## src/rtl/home_inventory_pkg.sv

```systemverilog
// Shared encodings for the home_inventory measurement path: sequencer states,
// IRQ bit indices and core_status bit positions.
package home_inventory_pkg;

    typedef enum logic [2:0] {
        ST_IDLE   = 3'd0,
        ST_SETTLE = 3'd1,
        ST_REQ    = 3'd2,
        ST_ACC    = 3'd3,
        ST_EMIT   = 3'd4,
        ST_NEXT   = 3'd5,
        ST_DONE   = 3'd6
    } meas_state_e;

    localparam int IRQ_W    = 3;
    localparam int IRQ_DONE = 0;
    localparam int IRQ_ERR  = 1;
    localparam int IRQ_OVR  = 2;

    localparam int STATUS_BUSY   = 0;
    localparam int STATUS_DONE   = 1;
    localparam int STATUS_ERR    = 2;
    localparam int STATUS_OVR    = 3;
    localparam int STATUS_CH_LSB = 4;
    localparam int STATUS_CH_W   = 4;

endpackage

```

## src/rtl/home_inventory_avg_accum.sv

```systemverilog
// Signed sample accumulator: sums 2^AVG_LOG2 samples and presents the floored
// average (arithmetic shift) together with a "block complete" flag.
module home_inventory_avg_accum
    import home_inventory_pkg::*;
#(
    parameter int SAMPLE_W = 24,
    parameter int AVG_LOG2 = 2
) (
    input  logic                       clk_i,
    input  logic                       rst_ni,
    input  logic                       clr_i,
    input  logic                       add_i,
    input  logic signed [SAMPLE_W-1:0] sample_i,
    output logic                       full_o,
    output logic        [SAMPLE_W-1:0] avg_o
);

    localparam int ACC_W = SAMPLE_W + AVG_LOG2;
    localparam int CNT_W = AVG_LOG2 + 1;
    localparam logic [CNT_W-1:0] NUM_SAMPLES = CNT_W'(1 << AVG_LOG2);

    logic signed [ACC_W-1:0] acc_q, acc_d, sample_ext;
    logic        [CNT_W-1:0] cnt_q, cnt_d;

    // Guard bits above SAMPLE_W keep the full block sum exact, so no overflow.
    assign sample_ext = ACC_W'(sample_i);

    always_comb begin
        acc_d = acc_q;
        cnt_d = cnt_q;
        if (clr_i) begin
            acc_d = '0;
            cnt_d = '0;
        end else if (add_i) begin
            acc_d = acc_q + sample_ext;
            cnt_d = cnt_q + CNT_W'(1);
        end
    end

    always_ff @(posedge clk_i or negedge rst_ni) begin
        if (!rst_ni) begin
            acc_q <= '0;
            cnt_q <= '0;
        end else begin
            acc_q <= acc_d;
            cnt_q <= cnt_d;
        end
    end

    assign full_o = (cnt_q == NUM_SAMPLES);
    assign avg_o  = SAMPLE_W'(acc_q >>> AVG_LOG2);

endmodule

```

## src/rtl/home_inventory_meas_seq.sv

```systemverilog
// Measurement sequencer: scans enabled load-cell channels, drives the ADC
// req/ack handshake, averages samples per channel and raises masked IRQs.
module home_inventory_meas_seq
    import home_inventory_pkg::*;
#(
    parameter int NUM_CH      = 4,
    parameter int SAMPLE_W    = 24,
    parameter int AVG_LOG2    = 2,
    parameter int SETTLE_CYC  = 16,
    parameter int TIMEOUT_CYC = 1024
) (
    input  logic                       wb_clk_i,
    input  logic                       wb_rst_ni,
    input  logic                       ctrl_enable,
    input  logic                       ctrl_start,
    input  logic [IRQ_W-1:0]           irq_en,
    input  logic [IRQ_W-1:0]           irq_clr_i,
    input  logic [NUM_CH-1:0]          ch_mask_i,
    output logic                       adc_req_o,
    output logic [$clog2(NUM_CH)-1:0]  adc_ch_o,
    input  logic                       adc_ack_i,
    input  logic signed [SAMPLE_W-1:0] adc_data_i,
    output logic                       res_valid_o,
    output logic [$clog2(NUM_CH)-1:0]  res_ch_o,
    output logic [SAMPLE_W-1:0]        res_data_o,
    output logic [7:0]                 status_o,
    output logic                       irq_o
);

    localparam int CH_W    = $clog2(NUM_CH);
    localparam int TMR_MAX = (SETTLE_CYC > TIMEOUT_CYC) ? SETTLE_CYC : TIMEOUT_CYC;
    localparam int TMR_W   = $clog2(TMR_MAX + 1);

    meas_state_e         state_q, state_d;
    logic [NUM_CH-1:0]   mask_q, mask_d;
    logic [CH_W-1:0]     cur_ch_q, cur_ch_d, adc_ch_q, adc_ch_d, res_ch_q, res_ch_d;
    logic [TMR_W-1:0]    timer_q, timer_d;
    logic                req_q, req_d, res_valid_q, res_valid_d;
    logic [SAMPLE_W-1:0] res_data_q, res_data_d;
    logic                done_q, done_d, err_q, err_d, ovr_q, ovr_d;
    logic [IRQ_W-1:0]    irq_pend_q, irq_pend_d, irq_set;

    logic                start_ok, abort, sample_take, timeout, acc_clr, acc_full;
    logic [SAMPLE_W-1:0] acc_avg;
    logic                first_found, next_found;
    logic [CH_W-1:0]     first_ch, next_ch;

    // Lowest set bit of the incoming mask, and the next set bit above cur_ch.
    always_comb begin
        first_found = 1'b0;
        first_ch    = '0;
        next_found  = 1'b0;
        next_ch     = '0;
        for (int i = NUM_CH - 1; i >= 0; i--) begin
            if (ch_mask_i[i]) begin
                first_found = 1'b1;
                first_ch    = CH_W'(i);
            end
            if (mask_q[i] && (i > int'(cur_ch_q))) begin
                next_found = 1'b1;
                next_ch    = CH_W'(i);
            end
        end
    end

    assign start_ok    = ctrl_start && ctrl_enable;
    assign abort       = (state_q != ST_IDLE) && !ctrl_enable;
    assign sample_take = (state_q == ST_REQ) && adc_ack_i;
    assign timeout     = (state_q == ST_REQ) && !adc_ack_i && (timer_q == TMR_W'(TIMEOUT_CYC - 1));
    assign acc_clr     = (state_q == ST_EMIT) || abort || timeout;

    home_inventory_avg_accum #(
        .SAMPLE_W (SAMPLE_W),
        .AVG_LOG2 (AVG_LOG2)
    ) u_accum (
        .clk_i    (wb_clk_i),
        .rst_ni   (wb_rst_ni),
        .clr_i    (acc_clr),
        .add_i    (sample_take),
        .sample_i (adc_data_i),
        .full_o   (acc_full),
        .avg_o    (acc_avg)
    );

    // Next-state and registered-output logic; an enable drop overrides everything.
    always_comb begin
        state_d     = state_q;
        mask_d      = mask_q;
        cur_ch_d    = cur_ch_q;
        adc_ch_d    = adc_ch_q;
        res_ch_d    = res_ch_q;
        res_data_d  = res_data_q;
        timer_d     = timer_q + TMR_W'(1);
        req_d       = req_q;
        res_valid_d = 1'b0;
        done_d      = done_q;
        err_d       = err_q;
        ovr_d       = ovr_q;
        irq_set     = '0;

        if (abort) begin
            state_d  = ST_IDLE;
            req_d    = 1'b0;
            cur_ch_d = '0;
        end else begin
            case (state_q)
                ST_IDLE: begin
                    if (start_ok) begin
                        mask_d   = ch_mask_i;
                        done_d   = 1'b0;
                        err_d    = 1'b0;
                        ovr_d    = 1'b0;
                        cur_ch_d = first_ch;
                        timer_d  = '0;
                        state_d  = first_found ? ST_SETTLE : ST_DONE;
                    end
                end
                ST_SETTLE: begin
                    if (timer_q == TMR_W'(SETTLE_CYC - 1)) begin
                        state_d  = ST_REQ;
                        req_d    = 1'b1;
                        adc_ch_d = cur_ch_q;
                        timer_d  = '0;
                    end
                end
                ST_REQ: begin
                    if (adc_ack_i) begin
                        state_d = ST_ACC;
                        req_d   = 1'b0;
                    end else if (timeout) begin
                        state_d          = ST_IDLE;
                        req_d            = 1'b0;
                        err_d            = 1'b1;
                        cur_ch_d         = '0;
                        irq_set[IRQ_ERR] = 1'b1;
                    end
                end
                ST_ACC: begin
                    if (acc_full) begin
                        state_d = ST_EMIT;
                    end else begin
                        state_d = ST_REQ;
                        req_d   = 1'b1;
                        timer_d = '0;
                    end
                end
                ST_EMIT: begin
                    res_valid_d = 1'b1;
                    res_ch_d    = cur_ch_q;
                    res_data_d  = acc_avg;
                    state_d     = ST_NEXT;
                end
                ST_NEXT: begin
                    if (next_found) begin
                        cur_ch_d = next_ch;
                        adc_ch_d = next_ch;
                        req_d    = 1'b1;
                        timer_d  = '0;
                        state_d  = ST_REQ;
                    end else begin
                        state_d = ST_DONE;
                    end
                end
                ST_DONE: begin
                    done_d            = 1'b1;
                    cur_ch_d          = '0;
                    irq_set[IRQ_DONE] = 1'b1;
                    state_d           = ST_IDLE;
                end
                default: state_d = ST_IDLE;
            endcase
        end

        if (start_ok && (state_q != ST_IDLE)) begin
            ovr_d            = 1'b1;
            irq_set[IRQ_OVR] = 1'b1;
        end

        irq_pend_d = (irq_pend_q & ~irq_clr_i) | irq_set;
    end

    always_ff @(posedge wb_clk_i or negedge wb_rst_ni) begin
        if (!wb_rst_ni) begin
            state_q     <= ST_IDLE;
            mask_q      <= '0;
            cur_ch_q    <= '0;
            adc_ch_q    <= '0;
            res_ch_q    <= '0;
            res_data_q  <= '0;
            timer_q     <= '0;
            req_q       <= 1'b0;
            res_valid_q <= 1'b0;
            done_q      <= 1'b0;
            err_q       <= 1'b0;
            ovr_q       <= 1'b0;
            irq_pend_q  <= '0;
        end else begin
            state_q     <= state_d;
            mask_q      <= mask_d;
            cur_ch_q    <= cur_ch_d;
            adc_ch_q    <= adc_ch_d;
            res_ch_q    <= res_ch_d;
            res_data_q  <= res_data_d;
            timer_q     <= timer_d;
            req_q       <= req_d;
            res_valid_q <= res_valid_d;
            done_q      <= done_d;
            err_q       <= err_d;
            ovr_q       <= ovr_d;
            irq_pend_q  <= irq_pend_d;
        end
    end

    always_comb begin
        status_o                                   = '0;
        status_o[STATUS_BUSY]                      = (state_q != ST_IDLE);
        status_o[STATUS_DONE]                      = done_q;
        status_o[STATUS_ERR]                       = err_q;
        status_o[STATUS_OVR]                       = ovr_q;
        status_o[STATUS_CH_LSB +: STATUS_CH_W]     = STATUS_CH_W'(cur_ch_q);
    end

    assign adc_req_o   = req_q;
    assign adc_ch_o    = adc_ch_q;
    assign res_valid_o = res_valid_q;
    assign res_ch_o    = res_ch_q;
    assign res_data_o  = res_data_q;
    assign irq_o       = |(irq_pend_q & irq_en);

endmodule
```

## config.mk

```make
export PLATFORM = sky130hd
export DESIGN_NAME = home_inventory_meas_seq
export DESIGN_NICKNAME = d
export VERILOG_FILES = /design/src/rtl/home_inventory_pkg.sv /design/src/rtl/home_inventory_avg_accum.sv /design/src/rtl/home_inventory_meas_seq.sv
export SDC_FILE = /design/constraint.sdc
export NUM_CORES = 1
export LEC_CHECK = 0
export ABC_AREA = 0
export BUFFER_PORTS_ARGS = -buffer_cell sky130_fd_sc_hd__buf_2
export CAP_MARGIN = 15
export CORE_ASPECT_RATIO = 0.7
export CORE_MARGIN = 2
export CORE_UTILIZATION = 41
export CTS_CLUSTER_SIZE = 40
export DETAILED_ROUTE_END_ITERATION = 10
export HOLD_SLACK_MARGIN = 0.12
export PLACE_DENSITY_LB_ADDON = 0.2
export SETUP_SLACK_MARGIN = 0.15
export SYNTH_ARGS = -nofsm -noshare
export SYNTH_HDL_FRONTEND = slang
export SYNTH_SLANG_ARGS = --single-unit
```

## constraint.sdc

```tcl
create_clock -name wb_clk_i -period 4 [get_ports wb_clk_i]
set_input_delay 0.4 -clock wb_clk_i [delete_from_list [all_inputs] [get_ports wb_clk_i]]
set_output_delay 0.4 -clock wb_clk_i [all_outputs]
set_load 0.02 [all_outputs]
```

== Word-level counts from Yosys, hierarchy flattened ==
Index checks and enable logic that the tools add are counted.

* Output and inout port bits: 39
* Logic and storage cells: 145
* Memory bits (read-only): 0
* Memory bits (writable): 0
* Register bits: 85
* Bits of input ports: 39
* Bits in latches: 0
* Memories kept: 0

* Equality and inequality tests: 22
* $mul: 0
* Reductions and logical operators: 33
* Shift operators: 0
* Div/mod/pow operators: 0
* Bitwise logic cells: 5
* $add $sub $neg: 3
* Multiplexer cells: 64
* Order comparisons: 3

{| class="wikitable"
|+ Operator list
! operator !! count
|-
| 2-to-1 mux 11 bit || 5
|-
| 2-to-1 mux 26 bit || 2
|-
| one-hot mux 11 bit (4 select lines) || 1
|-
| 2-to-1 mux 3 bit || 10
|-
| 2-to-1 mux 2 bit || 14
|-
| adder 26 x 24 -> 26 bit || 1
|-
| 2-to-1 mux 1 bit || 26
|-
| inequality test 3 bit (second input constant) || 6
|-
| one-hot mux 3 bit (6 select lines) || 1
|-
| AND reduction 5 bit || 3
|-
| equality test 3 bit (second input constant) || 4
|-
| AND reduction 3 bit || 4
|-
| nonzero test 2 bit || 6
|-
| adder 11 x 1 -> 11 bit (second input constant) || 1
|-
| equality test 11 x 10 -> 1 bit (second input constant) || 1
|-
| equality test 11 x 4 -> 1 bit (second input constant) || 1
|-
| inequality test 2 bit (second input constant) || 5
|-
| nonzero test 5 bit || 2
|-
| logical AND 1 bit || 9
|-
| one-hot mux 2 bit (4 select lines) || 1
|-
| bitwise AND 3 bit || 2
|-
| equality test 3 x 2 -> 1 bit (second input constant) || 2
|-
| greater-than comparator 2 bit (first input constant) || 2
|-
| inequality test 4 bit (second input constant) || 1
|-
| other kinds (17) || 20
|}

== Longest topological paths before layout ==
Gate-level depths: netlist of run 1.

* Word-level depth: 8
* Gate-level depth with buffers: 10
* Depth with buffers taken out: 10

== Hierarchy ==
From an unflattened synthesis of run 1, not the netlist that was laid out.

* Cells, all modules: 581
* Area total of the unflattened synthesis: 5471.5 um2

{| class="wikitable"
|+ Modules (own cells, without submodules)
! module !! cells each !! instances !! seq. area each (um2) !! area each (um2)
|-
| home_inventory_avg_accum || 337 || 1 || 725.7 || 2783.9
|-
| home_inventory_meas_seq || 244 || 1 || 1376.3 || 2687.6
|}

== Worst setup path before layout of run 1 ==
Ideal clock, no wire load.

* Kind: input port to flip-flop
* Start point: input port adc_data_i[0]
* End point: register u_accum.acc_q[24]
* Library setup time: 0.134 ns
* Required time: 3.866 ns
* Path buffers: 0
* Stages on the path: 10
* Path slack: 1.571 ns
* Data arrival time: 2.295 ns
* Cell sequence: ha_1 -> fa_1 -> a211oi_1 -> o21ai_1 -> nand3_1 -> a31oi_1 -> o31ai_2 -> o21bai_1 -> xnor2_1 -> o21ai_0

* Longest elaborated chain between the ends: 3

{| class="wikitable"
|+ RTL lines
! item !! line !! source
|-
| start: declaration || home_inventory_meas_seq.sv:22 || <nowiki>input logic signed [SAMPLE_W-1:0] adc_data_i,</nowiki>
|-
| adder 26 x 24 -> 26 bit || home_inventory_avg_accum.sv:35 || <nowiki>acc_d = acc_q + sample_ext;</nowiki>
|-
| 2-to-1 mux 26 bit || home_inventory_avg_accum.sv:34 || <nowiki>end else if (add_i) begin</nowiki>
|-
| 2-to-1 mux 26 bit || home_inventory_avg_accum.sv:31 || <nowiki>if (clr_i) begin</nowiki>
|-
| end signal: assignment || home_inventory_avg_accum.sv:42 || <nowiki>acc_q <= '0;</nowiki>
|-
| end signal: assignment || home_inventory_avg_accum.sv:45 || <nowiki>acc_q <= acc_d;</nowiki>
|-
| end: declaration || home_inventory_avg_accum.sv:22 || <nowiki>logic signed [ACC_W-1:0] acc_q, acc_d, sample_ext;</nowiki>
|}

Every way passes these cells. The select of a mux whose other input is x is not followed.
A chain may end at the register's enable or synchronous reset.

== Final worst setup path of run 1 ==
* Start point: register state_q[0]
* End point: register u_accum.acc_q[23]

* Longest elaborated chain between the ends: 5
* Elaborated cells between the ends (all ways): 11
* Classes of those cells: 2 x eq/ne; 1 x mux; 8 x reduce/logical

{| class="wikitable"
|+ RTL lines
! item !! line !! source
|-
| start: declaration || home_inventory_meas_seq.sv:34 || <nowiki>meas_state_e state_q, state_d;</nowiki>
|-
| start signal: assignment || home_inventory_meas_seq.sv:198 || <nowiki>state_q <= state_d;</nowiki>
|-
| equality test 3 x 2 -> 1 bit or nonzero test 3 bit (tied branches) || home_inventory_meas_seq.sv:68, home_inventory_meas_seq.sv:69, home_inventory_meas_seq.sv:67 ||
|-
| logical AND 1 bit (on tied branches) || home_inventory_meas_seq.sv:69, home_inventory_meas_seq.sv:67 ||
|-
| logical AND 1 bit or logical OR 1 bit (tied branches) || home_inventory_meas_seq.sv:69, home_inventory_meas_seq.sv:70 ||
|-
| logical OR 1 bit || home_inventory_meas_seq.sv:70 || <nowiki>assign acc_clr = (state_q == ST_EMIT) || abort || timeout;</nowiki>
|-
| 2-to-1 mux 26 bit or nonzero test 2 bit (tied branches) || n/a ||
|}

Several ways; a longest one is shown, not always the timed one.

==> reports/summary.txt, run 1 <==
Outcome: completed
Cell with the biggest individual delay on the critical path: sky130_fd_sc_hd__dfrtp_1
Min Clock Period, post-route: 2920 ps
Number of I/O pins: 78
Post-layout nets: 651
Wire length of the first global-routing pass: 19300 um
Min-delay worst type: input pin to flip-flop
Crit path arrival time: 3150 ps
Max rail drop VDD: 0.256 mV
Lkg Pwr: 2.92 nW
Synthesis warning total: 0
Die area: 13100 um2
WHS Endpoint: irq_pend_q[0]
Critical path cell sequence: inv_1 -> nand2_1 -> nor2_1 -> nand3_1 -> o21ai_2 -> nor2_1 -> a211oi_1 -> nand2_1
Biggest area contributors in the synthesized netlist: sky130_fd_sc_hd__dfrtp_1 42%, sky130_fd_sc_hd__ha_1 7.0%, sky130_fd_sc_hd__mux2_2 7.0%
Worst Path Max Fanout: 17
Sum Neg Setup Slack: 0 ps
Number of global-route vias before repair: 3811
Number of cells on the worst hold path: 2
Buffer cell driving the clock tree root: sky130_fd_sc_hd__clkbuf_16
Cell count after placement: 728
DRC viols: 0
FF-to-FF End: u_accum.acc_q[23]
RSZ-0062 raised after global routing: false
Number of distinct library cell variants in the gate-level netlist after synthesis: 64
Data required, critical path: 4230 ps
RR Startpoint: state_q[0]
Total power draw: 0.00378 W
Most frequent cells after synthesis: 84 x sky130_fd_sc_hd__dfrtp_1, 60 x sky130_fd_sc_hd__nand2_1, 44 x sky130_fd_sc_hd__nor2_1
Endpoints failing hold: 0
Origin of the worst setup path: state_q[0]
Setup WS pre-CTS: 1160 ps
Number of enable flip-flop cells after synthesis: 0
Seq cells post-synth: 84
Placeable core region: 11800 um2
Total standard cell area after synthesis: 5000 um2
Count of clock tree sinks: 84
Most common cell in the netlist: sky130_fd_sc_hd__dfrtp_1
Cell class contributing the biggest share of worst-path delay: simple AND/OR/NAND/NOR gates
Clock tree from TritonCTS: yes
Total congestion overflow after global routing: 0
Post-route clock period utilization: 72.9%
Initial standard-cell utilization of the core: 42.4%
Number of antenna violations at the first check in global routing: 0
Diode count: 0
Avg Synthesized Cell Area: 9.83 um2
Synth top area share: 42.0%
Worst Setup Slack, final: 1080 ps
Number of rows in the core area: 33
DP HPWL: 8370 um
Detailed-routing iteration count for the pre-antenna-repair pass: 5
Via density per instance: 5.36
Least-Margin Pin Slew: 969 ps
Share of async-settable or async-resettable flops after synthesis: 100%
Maximum frequency from static timing analysis: 343 MHz
Register-to-Register Path Depth: 8
Maximum number of pins on one net before global-route repair: 52
Die boundary height: 96.4 um
Ys flop type: sky130_fd_sc_hd__dfrtp_1
Clock buffers created by TritonCTS: 9
Clock latency of the later-clocked register in the worst-skew pair: 340 ps
Hold wc startpoint: irq_clr_i[0]
Average wire per standard cell: 15.4 um
Path type of the worst setup path: flip-flop to flip-flop
Gate count after technology mapping: 509
Synth-to-Final Area Change: 17.3%
R2R Setup Slk: 1080 ps
Final wirelength: 11500 um
CTS resizes: 0
Fin Clk Skew: 6.32 ps
Worst relative slew slack: 35.1%
Max-slew violation total from the final report: 0
Routability cong.: 0.886
Critical Path Sink Type: flip-flop
Slowest stage delay, CP: 550 ps
Number of buffers and inverters on the critical path: 1
Post-Layout Cell Count: 745
Number of violations reported at the end of detailed-routing iteration 0: 275
Total via count after detailed routing: 3992
Final setup fails: 0
Width of the die: 136 um
Share of layout cells above drive strength 1: 25.0%
Count of buffers from port buffering: 75
H-tree levels: 3
Number of maximum-capacitance constraint violations: 0
GRT Resource Usage Total: 18.8%
Sequential cell area fraction in the yosys report: 42.0%
Post-route antenna net violation count: 0
Kind of launch point of the worst setup path: flip-flop
Largest buffer count on any clock path: 2
Power per standard cell area: 644 nW/um2
Total of fill cells in the finished design: 1120
Synth area leader: sky130_fd_sc_hd__dfrtp_1
Clock transition at the registers of the reported paths: 60 ps
-- routing by layer --
metal  routed length [um]  up-vias  global-route usage [%]
met5                    0        -                       0
met4                  103        0                    4.51
li1                     -     1969                       -
met1                 5770     1907                    27.1
met2                 4900      108                    28.5
met3                  688        8                    4.43
-- registers in the layout, summed over array words and instances (netlist names), 2 cells and up --
name and count:
u_accum.cnt_q 3, cur_ch_q 2, irq_pend_q 3, state_q 3, u_accum.acc_q 26, mask_q 3
timer_q 11, res_ch_o 2, res_data_o 24, adc_ch_o 2
-- logic make-up (layout without fill, tap and decap cells) --
logic type                 count (synthesis)  after routing  synth area share (%)
other                                      1              2                0.0750
xor gates and xnor gates                  33             33                  5.78
muxes                                     35             35                  7.78
buffers and inverters                     37            115                  3.30
DFF                                       84             84                  42.0
AOI/OAI and AO/OA                        127            127                  17.7
adders and majority gates                 30             30                  7.61
and+or+nand+nor                          162            162                  15.7
-- stage by stage --
stage,util (%),instance area (um2),hold WS (ps)
floorplan,-,5000,104
global placement,46.8,5530,473
detailed placement,46.8,5530,486
CTS,49.7,5870,234
global route,49.7,5870,233
finish,49.7,5870,247
-- cell type report --
cell class,instances,area [um2],share of cell area (%)
clock buffers,11,233,3.97
well taps,157,196,3.35
multi-input cells,389,2740,46.8
flip-flops and latches,84,2100,35.8
clock inverters,5,100,1.71
inverters,18,67.6,1.15
repair buffers,81,425,7.25
-- cells in the final DEF (no fill, tap or decap), drive strengths merged, types with 2 or more instances in the layout --
cell / instances
nor2: 45
ha: 28
o21ai: 29
o211ai: 3
a21o: 10
a31oi: 5
buf: 80
conb: 2
nand3: 9
clkinv: 2
mux2: 31
xor2: 16
o31ai: 6
a22o: 3
bufinv: 3
dfrtp: 84
clkbuf: 11
mux2i: 4
a21oi: 37
nor2b: 7
nor4: 2
o22ai: 7
inv: 18
nand2: 60
and2: 3
and3: 6
a221oi: 3
nand4: 7
nor3: 11
nor3b: 4
a211oi: 7
xnor2: 17
o21bai: 7
or3: 3
-- how the worst max path moves through the flow --
stage | to | slack (ps) | cells after the start
final | u_accum.acc_q[23] | 1080 | 8
after global routing | u_accum.acc_q[25] | 860 | 8
after CTS | u_accum.acc_q[23] | 1150 | 8
after detailed placement | u_accum.acc_q[24] | 1160 | 11
after global placement | u_accum.acc_q[24] | 1200 | 11
after floorplan | u_accum.acc_q[24] | 1570 | 10
-- repair_timing --
item,CTS,global route
endpoints found under the hold margin,1,0
endpoints found under the setup margin,0,0
hold buffers,1,0
setup buffers,0,0
-- power breakdown --
part	switching (W)	leakage, nW	internal (W)
logic	0.000931	1.61	0.000645
registers	0.000216	1.15	0.00105
clock network	0.000331	0.163	0.000608
total	0.00148	2.92	0.00230
-- worst reg2reg max path, cell delays in order, from the launching register on --
cell and delay [ps]:
sky130_fd_sc_hd__dfrtp_1 550, sky130_fd_sc_hd__inv_1 270, sky130_fd_sc_hd__nand2_1 150, sky130_fd_sc_hd__nor2_1 330, sky130_fd_sc_hd__nand3_1 280, sky130_fd_sc_hd__o21ai_2 380
sky130_fd_sc_hd__nor2_1 440, sky130_fd_sc_hd__a211oi_1 330, sky130_fd_sc_hd__nand2_1 80
Power figures use the tool's default switching activity.
==> inputs of run 2 (changes only) <==
==> constraint.sdc (replaced) <==
create_clock -name wb_clk_i -period 2.65 [get_ports wb_clk_i]
set_input_delay 0.265 -clock wb_clk_i [delete_from_list [all_inputs] [get_ports wb_clk_i]]
set_output_delay 0.265 -clock wb_clk_i [all_outputs]
set_load 0.02 [all_outputs]
==> run 2 against run 1 <==
Against the previous run: global-route usage rose by 0.56 points; wire length is 4.6% higher; die area is the same; worst setup slack lost 820 ps; sequential cell count unchanged; count of clock-buffer cells in the layout shrank 1; total power increased by 55%; final area rose by 3.9%; highest routed layer unchanged.
==> reports/summary.txt, run 2 (synthesis results as in run 1) <==
Largest buffer count on any clock path: 2
FF-to-FF End: u_accum.acc_q[25]
Clock buffers created by TritonCTS: 9
Via density per instance: 5.39
Initial standard-cell utilization of the core: 42.4%
DRC viols: 0
Post-Layout Cell Count: 762
Outcome: completed
Critical Path Sink Type: flip-flop
Origin of the worst setup path: u_accum.acc_q[1]
Number of maximum-capacitance constraint violations: 0
Detailed-routing iteration count for the pre-antenna-repair pass: 4
Hold wc startpoint: ch_mask_i[1]
Fin Clk Skew: 9.20 ps
Max rail drop VDD: 0.396 mV
Synth-to-Final Area Change: 21.9%
RR Startpoint: u_accum.acc_q[1]
Number of buffers and inverters on the critical path: 0
Cell with the biggest individual delay on the critical path: sky130_fd_sc_hd__dfrtp_1
Worst hold-check slack: 204 ps
Share of layout cells above drive strength 1: 30.1%
Number of I/O pins: 78
Number of violations reported at the end of detailed-routing iteration 0: 181
Critical path cell sequence: ha_1 -> a211oi_2 -> o21ai_2 -> a31oi_4 -> o21a_4 -> o21ai_2 -> a2111oi_4 -> mux2i_1 -> o211ai_2
Width of the die: 136 um
Clock transition at the registers of the reported paths: 60 ps
Number of cells on the worst hold path: 3
Path type of the worst setup path: flip-flop to flip-flop
Crit path arrival time: 2610 ps
Flip-flop count of the largest register, all copies and words added: 26
Combinational cell fraction of total power: 45.7%
Share of total power in the clock network: 22.5%
Min-delay worst type: input pin to flip-flop
Diode count: 0
Least-Margin Pin Slew: 823 ps
Final setup fails: 0
Count of buffers from port buffering: 75
Critical Path Most Common Cell: sky130_fd_sc_hd__o21ai_2
Int Power: 0.00355 W
Number of global-route vias before repair: 4034
Register-to-Register Path Depth: 9
R2R Setup Slk: 260 ps
Finished Core Util: 51.6%
Maximum frequency from static timing analysis: 418 MHz
Lkg Pwr: 3.00 nW
Number of rows in the core area: 33
Endpoints failing hold: 0
Worst Setup Slack, final: 259 ps
Sum Neg Setup Slack: 0 ps
Cell count after placement: 739
H-tree levels: 3
Clock latency of the later-clocked register in the worst-skew pair: 340 ps
Final wirelength: 12000 um
Kind of launch point of the worst setup path: flip-flop
Post-layout nets: 669
Top library cells by usage in the layout, fill and taps aside: 84 x sky130_fd_sc_hd__dfrtp_1, 74 x sky130_fd_sc_hd__buf_2, 60 x sky130_fd_sc_hd__nand2_1
Switching power total: 0.00232 W
Die area: 13100 um2
Most common cell after layout, fill and taps aside: sky130_fd_sc_hd__dfrtp_1
Post-route clock period utilization: 90.2%
Buffer cell driving the clock tree root: sky130_fd_sc_hd__clkbuf_16
Clock tree from TritonCTS: yes
Worst relative slew slack: 44.6%
Levels on crit path: 9
Min Clock Period, post-route: 2390 ps
Routability cong.: 0.855
WHS Endpoint: mask_q[1]
Maximum number of pins on one net before global-route repair: 45
Number of antenna violations at the first check in global routing: 0
RSZ-0062 raised after global routing: true
Total congestion overflow after global routing: 0
Average wire per standard cell: 15.7 um
Wire length of the first global-routing pass: 19900 um
Max-slew violation total from the final report: 0
GRT Resource Usage Total: 19.3%
Part of the power in registers: 31.8%
Power per standard cell area: 964 nW/um2
Setup WS pre-CTS: 1.17 ps
Most flop-heavy register: u_accum.acc_q
Cell class contributing the biggest share of worst-path delay: compound AO/OA/AOI/OAI gates
Count of clock tree sinks: 84
Die boundary height: 96.4 um
Post-route antenna net violation count: 0
Data required, critical path: 2860 ps
Worst Path Max Fanout: 2
Placeable core region: 11800 um2
Total via count after detailed routing: 4110
Sw Share: 39.6%
DP HPWL: 8720 um
Slowest stage delay, CP: 390 ps
==> run 2: changes by cell type in the layout (fill, tap and decap cells not counted), sizes merged <==
cell,before,now
buf,80,95
bufinv,3,2
clkbuf,11,10
clkinvlp,0,1
dlygate4sd3,1,4
==> run 2: worst max path at each step <==
stage / endpoint
after global routing: u_accum.acc_q[20]
after detailed placement: u_accum.acc_q[24]
final: u_accum.acc_q[25]
after CTS: u_accum.acc_q[25]
after floorplan: u_accum.acc_q[24]
after global placement: u_accum.acc_q[24]
==> run 2: timing repair <==
action | CTS | global route
hold endpoints to repair | 43 | 0
setup endpoints to repair | 7 | 9
gates resized for setup | 8 | 13
setup buffers | 4 | 0
hold buffers | 4 | 0
pin swaps | 5 | 6
==> run 2: final cells by class <==
cell class,instances,area [um2]
multi-input combinational,389,2840
clock inverter,5,77.6
sequential,84,2100
timing repair buffer,99,581
fill,1114,5710
clock buffer,10,229
inverter,18,67.6
tap,157,196
==> run 2: worst register-to-register path, stage by stage, from the launching register on <==
cell	delay (ps)
sky130_fd_sc_hd__dfrtp_1	390
sky130_fd_sc_hd__ha_1	310
sky130_fd_sc_hd__a211oi_2	250
sky130_fd_sc_hd__o21ai_2	120
sky130_fd_sc_hd__a31oi_4	180
sky130_fd_sc_hd__o21a_4	170
sky130_fd_sc_hd__o21ai_2	90
sky130_fd_sc_hd__a2111oi_4	370
sky130_fd_sc_hd__mux2i_1	270
sky130_fd_sc_hd__o211ai_2	110
==> run 2: through the flow <==
stage	power (W)	area [um2]
detailed placement	0.00438	5620
CTS	0.00585	6050
global placement	0.00434	5620
floorplan	0.00368	5000
finish	0.00587	6100
global route	0.00631	6100
==> run 2: power groups by stage <==
stage               Combinational, W  Clock, W  Sequential [W]
floorplan                    0.00180         0         0.00188
global placement             0.00247         0         0.00187
detailed placement           0.00250         0         0.00188
CTS                          0.00263   0.00136         0.00186
global route                 0.00298   0.00142         0.00191
finish                       0.00269   0.00132         0.00187
==> run 2: per-layer routing <==
metal / part of all wire [%] / track usage (%)
met2: 44 / 30.9
met5: 0 / 0
met3: 5.7 / 4.80
met4: 0.78 / 3.56
met1: 49 / 27.0
==> inputs of run 3 (changes only) <==
--- a/config.mk
+++ b/config.mk
@@ -8,7 +8,6 @@
 export ABC_AREA = 0
 export BUFFER_PORTS_ARGS = -buffer_cell sky130_fd_sc_hd__buf_2
 export CAP_MARGIN = 15
-export CORE_ASPECT_RATIO = 0.7
 export CORE_MARGIN = 2
 export CORE_UTILIZATION = 41
 export CTS_CLUSTER_SIZE = 40
==> run 3 against run 2 <==
Against the previous run: total power down 0.49%; final cell count down 1.2%; clock skew down 3.0 ps; die area down 0.11%; worst setup slack worse by 7.3 ps; largest power group unchanged; non-clock buffer count unchanged; wire length down 3.7%; critical endpoint is now u_accum.acc_q[16]; clock power about the same; utilization down 0.41 points.
==> reports/summary.txt, run 3 (synthesis results as in run 1) <==
Outcome: completed
Buffer cell driving the clock tree root: sky130_fd_sc_hd__clkbuf_16
Die boundary height: 114 um
Critical path cell sequence: ha_4 -> fa_2 -> a211oi_4 -> o21ai_2 -> nand3_2 -> a31oi_4 -> o31ai_2 -> buf_4 -> buf_4 -> xor2_1 -> o21ai_1
Worst Path Max Fanout: 3
Sw Share: 39.3%
Min Clock Period, post-route: 2400 ps
Critical Path Sink Type: flip-flop
Post-route clock period utilization: 90.5%
Register-to-Register Path Depth: 11
Placeable core region: 12000 um2
Share of total power in the clock network: 23.0%
Width of the die: 114 um
Combinational cell fraction of total power: 45.1%
End point of the critical path: u_accum.acc_q[16]
RR Startpoint: u_accum.acc_q[0]
Fin Clk Skew: 6.20 ps
Final wirelength: 11500 um
Max rail drop VDD: 0.356 mV
Min-delay worst type: input pin to flip-flop
R2R Setup Slk: 250 ps
Clock buffers created by TritonCTS: 9
Cell with the biggest individual delay on the critical path: sky130_fd_sc_hd__dfrtp_1
Maximum number of pins on one net before global-route repair: 45
Top library cells by usage in the layout, fill and taps aside: 84 x sky130_fd_sc_hd__dfrtp_1, 74 x sky130_fd_sc_hd__buf_2, 60 x sky130_fd_sc_hd__nand2_1
Part of the power in registers: 31.8%
Worst hold-check slack: 180 ps
Largest buffer count on any clock path: 2
Diode count: 0
Kind of launch point of the worst setup path: flip-flop
Detailed-routing iteration count for the pre-antenna-repair pass: 4
FF-to-FF End: u_accum.acc_q[16]
Origin of the worst setup path: u_accum.acc_q[0]
Data required, critical path: 2880 ps
Routability cong.: 0.897
Number of violations reported at the end of detailed-routing iteration 0: 204
Most flop-heavy register: u_accum.acc_q
Path type of the worst setup path: flip-flop to flip-flop
Count of clock tree sinks: 84
Worst relative slew slack: 49.8%
Int Power: 0.00355 W
Levels on crit path: 11
Switching power total: 0.00230 W
Number of I/O pins: 78
Number of antenna violations at the first check in global routing: 0
Total via count after detailed routing: 4057
Post-route antenna net violation count: 0
Slowest stage delay, CP: 410 ps
DP HPWL: 8260 um
Lkg Pwr: 3.01 nW
Endpoints failing hold: 0
Cell class contributing the biggest share of worst-path delay: compound AO/OA/AOI/OAI gates
Power per standard cell area: 954 nW/um2
H-tree levels: 3
Most common cell after layout, fill and taps aside: sky130_fd_sc_hd__dfrtp_1
Average wire per standard cell: 15.3 um
Post-layout nets: 669
Post-route cell area: 6130 um2
Number of buffers and inverters on the critical path: 2
DRC viols: 0
Post-placement cell area: 5600 um2
Count of buffers from port buffering: 75
Total congestion overflow after global routing: 0
Via density per instance: 5.39
Number of maximum-capacitance constraint violations: 0
Die area: 13100 um2
Max-slew violation total from the final report: 0
Critical Path Most Common Cell: sky130_fd_sc_hd__buf_4
Number of rows in the core area: 40
Clock transition at the registers of the reported paths: 60 ps
Share of layout cells above drive strength 1: 30.0%
Crit path arrival time: 2630 ps
Final setup fails: 0
Initial standard-cell utilization of the core: 41.8%
RSZ-0062 raised after global routing: true
Wire length of the first global-routing pass: 19300 um
Least-Margin Pin Slew: 746 ps
Flip-flop count of the largest register, all copies and words added: 26
Clock tree from TritonCTS: yes
Sum Neg Setup Slack: 0 ps
Maximum frequency from static timing analysis: 417 MHz
GRT Resource Usage Total: 18.8%
Synth-to-Final Area Change: 22.5%
Number of global-route vias before repair: 4037
Clock latency of the later-clocked register in the worst-skew pair: 350 ps
-- run 3: cell type report --
type,instances,area [um2]
Inverter,18,67.6
Multi-Input combinational cell,389,2860
Fill cell,1090,5830
Clock inverter,3,42.5
Clock buffer,13,280
Timing Repair Buffer,99,593
Sequential cell,84,2100
Tap cell,147,184
-- run 3: how the worst min path moves through the flow --
| stage | start | end | depth (start not counted) |
|---|---|---|---|
| CTS | ch_mask_i[3] | mask_q[3] | 3 |
| finish | ch_mask_i[3] | mask_q[3] | 3 |
| detailed placement | wb_rst_ni | irq_pend_q[0] | 1 |
| global route | ch_mask_i[1] | mask_q[1] | 3 |
| floorplan | wb_rst_ni | adc_ch_o[0] | 0 |
| global placement | wb_rst_ni | irq_pend_q[2] | 1 |
-- run 3: power groups by stage --
| stage | logic (W) | clock network [W] | registers, W |
|---|---|---|---|
| after floorplan | 0.00180 | 0 | 0.00188 |
| after global placement | 0.00240 | 0 | 0.00186 |
| after detailed placement | 0.00244 | 0 | 0.00188 |
| after CTS | 0.00251 | 0.00139 | 0.00186 |
| after global routing | 0.00293 | 0.00145 | 0.00191 |
| final | 0.00264 | 0.00135 | 0.00186 |
-- run 3: worst min-delay path, stage by stage --
cell and delay, ps:
sky130_fd_sc_hd__buf_2 110, sky130_fd_sc_hd__nand2_1 50, sky130_fd_sc_hd__o21ai_0 60
-- run 3: what timing repair did --
action	4_1_cts	5_1_grt
pin swaps	6	10
endpoints found under the setup margin	5	27
hold endpoints to repair	43	0
hold buffers	4	0
resized for setup	5	17
buffers inserted	3	4
gates cloned	0	0
-- run 3: layer usage --
layer	global-route usage [%]	routed length, um	vias up
met1	24.8	5460	1979
met2	30.3	5520	63
met4	7.80	197	0
li1	-	-	2002
met3	3.49	357	13
met5	0	0	-
-- run 3: stage by stage --
stage	utilization (%)	cells	power (W)	worst slack (ps)
final	51.2	753	0.00585	252
after global routing	51.2	753	0.00629	95.8
after CTS	50.3	749	0.00576	150
after global placement	46.8	726	0.00427	60.4
after floorplan	-	510	0.00368	267
after detailed placement	46.8	726	0.00432	21.7
